==> config.mk <==
export PLATFORM = sky130hd
export DESIGN_NAME = worker_avs_responder
export DESIGN_NICKNAME = d
export VERILOG_FILES = /design/src/rtl/worker_avs_responder.sv
export SDC_FILE = /design/constraint.sdc
export NUM_CORES = 1
export LEC_CHECK = 0
export ABC_AREA = 1
export CELL_PAD_IN_SITES_DETAIL_PLACEMENT = 0
export CELL_PAD_IN_SITES_GLOBAL_PLACEMENT = 1
export CORE_MARGIN = 5
export CORE_UTILIZATION = 40
export CTS_BUF_LIST = sky130_fd_sc_hd__clkbuf_8
export DETAILED_ROUTE_END_ITERATION = 12
export PLACE_DENSITY = 0.79
export SYNTH_ARGS = -nofsm -noshare
export SYNTH_HDL_FRONTEND = slang
export SYNTH_SLANG_ARGS = --single-unit
==> constraint.sdc <==
create_clock -name clk_clk -period 2.7 [get_ports clk_clk]
set_input_delay 0.81 -clock clk_clk [delete_from_list [all_inputs] [get_ports clk_clk]]
set_output_delay 0.81 -clock clk_clk [all_outputs]
set_load 0.02 [all_outputs]
==> src/rtl/worker_avs_responder.sv <==
// Avalon-MM slave with a doorbell/interrupt register, ID register and scratch words.
// Reads return after a fixed RD_LAT-cycle pipeline; each accepted write costs one stall cycle.
module worker_avs_responder #(
   parameter int          RD_LAT   = 2,
   parameter logic [31:0] ID_VALUE = 32'h574B_0001
) (
   input  logic        clk_clk,
   input  logic        reset_reset_n,
   input  logic [27:0] avs_address,
   input  logic        avs_read,
   input  logic        avs_write,
   input  logic [31:0] avs_writedata,
   input  logic [3:0]  avs_byteenable,
   input  logic        avs_burstcount,
   input  logic        avs_debugaccess,
   output logic        avs_waitrequest,
   output logic [31:0] avs_readdata,
   output logic        avs_readdatavalid,
   output logic        irq
);

   localparam int LAST = RD_LAT - 1;
   localparam logic [31:0] DECODE_ERR_DATA = 32'hDEAD_BEEF;

   logic        waitreq_q;
   logic        wr_accept;
   logic        rd_accept;
   logic        dec_err;
   logic [3:0]  widx;
   logic        wr_rw;
   logic        irq_set;
   logic        irq_clr;
   logic        irq_q;
   logic        irq_d;
   logic [31:0] rdata;
   logic [31:0] rw_q  [16];
   logic        vld_q [RD_LAT];
   logic [31:0] dat_q [RD_LAT];

   // Burst length is always treated as 1; debug qualifier and byte offset carry no meaning here.
   logic unused_inputs;
   assign unused_inputs = ^{avs_burstcount, avs_debugaccess, avs_address[1:0]};

   assign widx    = avs_address[5:2];
   assign dec_err = |avs_address[27:6];

   // A simultaneous read+write is treated as a write only.
   assign wr_accept = avs_write & ~waitreq_q;
   assign rd_accept = avs_read & ~avs_write & ~waitreq_q;

   // Words 1 (IRQ_STAT) and 2 (ID) have no backing storage.
   assign wr_rw = wr_accept & ~dec_err & (widx != 4'd1) & (widx != 4'd2);

   assign irq_set = wr_accept & ~dec_err & (widx == 4'd0) & avs_byteenable[0] & avs_writedata[0];
   assign irq_clr = rd_accept & ~dec_err & (widx == 4'd1);

   always_comb begin
      irq_d = irq_q;
      if (irq_set) begin
         irq_d = 1'b1;
      end else if (irq_clr) begin
         irq_d = 1'b0;
      end
   end

   always_comb begin
      rdata = '0;
      if (dec_err) begin
         rdata = DECODE_ERR_DATA;
      end else begin
         case (widx)
            4'd1:    rdata = {31'd0, irq_q};
            4'd2:    rdata = ID_VALUE;
            default: rdata = rw_q[widx];
         endcase
      end
   end

   always_ff @(posedge clk_clk or negedge reset_reset_n) begin
      if (!reset_reset_n) begin
         waitreq_q <= 1'b1;
         irq_q     <= 1'b0;
      end else begin
         // Stall exactly the cycle after each accepted write; also releases the post-reset stall.
         waitreq_q <= wr_accept;
         irq_q     <= irq_d;
      end
   end

   always_ff @(posedge clk_clk or negedge reset_reset_n) begin
      if (!reset_reset_n) begin
         for (int i = 0; i < 16; i++) begin
            rw_q[i] <= '0;
         end
      end else if (wr_rw) begin
         for (int b = 0; b < 4; b++) begin
            if (avs_byteenable[b]) begin
               rw_q[widx][8*b +: 8] <= avs_writedata[8*b +: 8];
            end
         end
      end
   end

   // Data is zeroed alongside an empty valid so the output bus reads 0 when idle.
   always_ff @(posedge clk_clk or negedge reset_reset_n) begin
      if (!reset_reset_n) begin
         for (int i = 0; i < RD_LAT; i++) begin
            vld_q[i] <= 1'b0;
            dat_q[i] <= '0;
         end
      end else begin
         vld_q[0] <= rd_accept;
         dat_q[0] <= rd_accept ? rdata : '0;
         for (int i = 1; i < RD_LAT; i++) begin
            vld_q[i] <= vld_q[i-1];
            dat_q[i] <= dat_q[i-1];
         end
      end
   end

   assign avs_waitrequest   = waitreq_q;
   assign avs_readdatavalid = vld_q[LAST];
   assign avs_readdata      = dat_q[LAST];
   assign irq               = irq_q;

endmodule

==> flow_summary.json <==
{
  "row_count": 97,
  "die_area_sq_mm": 0.0754,
  "intPower_mw": 13.9,
  "muxShareOfSynthArea_pct": 0,
  "synth_edf_count": 0,
  "yosysSeqAreaShare_pct": 51.9,
  "crit_type": "flip-flop to output port",
  "cp_slowest_cell": "clkdlybuf4s50_1",
  "cts_buffer_depth": 3,
  "switching_share_pct": 25.5,
  "r2r-start": "avs_waitrequest",
  "synth_top_family_by_area": "simple AND/OR/NAND/NOR gates",
  "critPathMaxFanout": 3,
  "grt_pass1_vias": 24400,
  "core_area_sq_mm": 0.0697,
  "synth_adder_area_share_pct": 0,
  "worstSetupStartpoint": "irq",
  "skew_ns": 0.0445,
  "timing.rr.end": "rw_q[9]",
  "synth_xor_area_share_pct": 0,
  "worst_pin_slew_ns": 0.668,
  "pin_count": 105,
  "wire_per_inst_um": 18.9,
  "synthFlopType": "dfrtp_1",
  "ant_nets": 0,
  "yosysWarnings": 0,
  "dp_hpwl_um": 61400,
  "hp-class": "flip-flop to flip-flop",
  "initial_core_util_pct": 40.2,
  "die_h_um": 275,
  "place_area_sq_mm": 0.0319,
  "synth-compound-area-share_pct": 2.06,
  "fillers": 6943,
  "fin_cells": 4931,
  "place_inst": 4743,
  "grt_pass1_wl_um": 146000,
  "min_path_cells": 0,
  "tritoncts": "yes",
  "yosys.area_share.simple_pct": 39.9,
  "synthToLayoutAreaGrowth_pct": 21.7,
  "min_from": "dat_q[59]",
  "hold_end": "avs_readdata[27]",
  "synthesis.nets": 3793,
  "grt_max_degree": 82,
  "synthCells": 3723,
  "post-route-period-util_pct": 93.0,
  "num_vias": 25900,
  "ys_types": 18,
  "antenna_found_initial": 2,
  "slew_headroom_pct": 55.3,
  "hold_ws_ns": 0.339,
  "slowest_delay_ns": 0.62,
  "cts_htree_levels": 3,
  "ff2ff_path_depth": 8,
  "peakVddDrop_uv": 325,
  "crit_path_start_kind": "flip-flop",
  "clk_pin_slew_ns": 0.06,
  "fin_nets": 3978,
  "avgSynthCellArea_sq_um": 7.52,
  "root_buffer": "clkbuf_8",
  "power.share.clock_pct": 45.9,
  "drc": 0,
  "drt_pass1_iterations": 6,
  "status": "finished, final reports clean",
  "yosys_register_bits": 580,
  "r2r_slack_ns": 0.64,
  "clk_latency_ns": 0.70,
  "worst-endpoint-required_ns": 1.89,
  "stdcell_area_sq_mm": 0.0341,
  "overflow": 0,
  "port_buffers": 100,
  "leakage_nw": 18.9,
  "crit_family": "buffers and inverters",
  "grt_usage_pct": 24.7,
  "rsz0062_at_grt": "false",
  "final_layout_size_suffix_gt1_share_pct": 13.7,
  "cts_setup_buffers": 0,
  "critPathCaptureType": "output port",
  "max_freq_ghz": 0.398,
  "synth-async-reset-ratio_pct": 100,
  "wirelength_um": 93400,
  "maxCapViolCount": 0,
  "syn_area_sq_mm": 0.0280,
  "drtIter0Drc": 2384,
  "worstPathCellList": "clkdlybuf4s50_1",
  "cp_num_buf_inv": 1,
  "numCtsBuffers": 102,
  "cp.arrival_ns": 1.70,
  "p_switching_mw": 4.76,
  "period_needed_ns": 2.51,
  "gp_congestion": 0.828,
  "combPwrFrac_pct": 7.2,
  "viasPerCell": 5.25,
  "setup_viol": 0,
  "cts.sinks": 580,
  "seq_power_share_pct": 46.9,
  "hold_viol": 0,
  "die_x_um": 275,
  "drv_slew": 0,
  "power_density_mw_per_mm2": 547
}
-- area by class of cell --
| cell class | instances | area, sq um | area share (%) |
|---|---|---|---|
| Sequential cell | 580 | 14500 | 42.6 |
| Clock buffer | 136 | 1870 | 5.50 |
| Multi-Input combinational cell | 2749 | 11800 | 34.7 |
| Tap cell | 940 | 1180 | 3.45 |
| Antenna cell | 2 | 5.00 | 0.0147 |
| Clock inverter | 49 | 293 | 0.860 |
| Timing Repair Buffer | 458 | 4300 | 12.6 |
| Inverter | 17 | 71.3 | 0.209 |
-- cell usage in the layout (no fill, tap or decap), drive strengths merged, types with 2 or more instances in the layout --
| cell | synthesis | layout |
|---|---|---|
| nand2 | 2094 | 2094 |
| dfrtp | 579 | 579 |
| nand4 | 441 | 441 |
| buf | 125 | 364 |
| clkbuf | 252 | 136 |
| clkdlybuf4s50 | 0 | 92 |
| nand3 | 66 | 66 |
| inv | 17 | 51 |
| nor2 | 51 | 51 |
| a22oi | 40 | 40 |
| o21ai | 28 | 28 |
| a21oi | 27 | 27 |
| clkinv | 0 | 11 |
| bufinv | 0 | 3 |
| diode | 0 | 2 |
-- how the worst max path moves through the flow --
stage | to | slack, ns | cells after the start
after floorplan | rw_q[192] | 0.48 | 11
after global placement | rw_q[0] | -0.40 | 12
after detailed placement | rw_q[5] | -0.40 | 12
after CTS | irq | 0.13 | 1
after global routing | irq | 0.12 | 1
final | irq | 0.19 | 1
-- routing by layer --
metal	track usage (%)	up-vias	part of all wire (%)	wire length, um
met1	36.0	12500	45	42300
met5	0	-	0	0
met2	37.5	871	44	41300
li1	-	12400	-	-
met3	5.37	129	8.2	7670
met4	6.29	0	2.2	2060
-- state kept, by name (all words and copies together), names as in the netlist --
signal	flops
avs_readdata	32
avs_readdatavalid	1
avs_waitrequest	1
dat_q	32
irq	1
rw_q	512
vld_q	1
-- kinds of logic after synthesis --
logic type,after synthesis
flip-flops,580
buffers and inverters,394
AND/OR/NAND/NOR,2654
AO/OA/AOI/OAI,95
-- Yosys cell counts, types with 11 or more instances --
cell type	count	share of area (%)
buf_1	33	0.44
nand4_1	441	9.9
dfrtp_1	579	52
o21ai_0	28	0.50
a21oi_1	27	0.48
inv_1	11	0.15
nand3_1	66	1.2
nand2_1	2094	28
a22oi_1	40	1.1
clkbuf_1	252	3.4
nor2_1	50	0.67
buf_2	36	0.64
buf_4	56	1.5
-- what timing repair did --
item / in CTS / in global routing
endpoints found under the setup margin: 1 / 0
resized for setup: 1 / 0
hold endpoints to repair: 22 / 0
hold buffers: 1 / 0
-- through the flow --
| stage | worst slack (ns) | setup TNS [ns] | total power, mW | util [%] |
|---|---|---|---|---|
| 4_1_cts | 0.135 | 0 | 18.8 | 48.9 |
| 3_5_place_dp | -0.400 | -132.40 | 10.2 | 45.8 |
| 6_report | 0.189 | 0 | 18.6 | 48.9 |
| 2_1_floorplan | 0.482 | 0 | 9.36 | - |
| 5_1_grt | 0.120 | 0 | 19.4 | 48.9 |
| 3_3_place_gp | -0.398 | -133.92 | 10.2 | 45.8 |
-- power groups by stage --
stage / Combinational [mW] / Sequential [mW] / Clock [mW]
6_report: 1.35 / 8.75 / 8.55
5_1_grt: 1.43 / 8.74 / 9.18
4_1_cts: 1.34 / 8.75 / 8.71
3_5_place_dp: 1.34 / 8.90 / 0
3_3_place_gp: 1.34 / 8.90 / 0
2_1_floorplan: 0.462 / 8.90 / 0
Power figures use the tool's default switching activity.
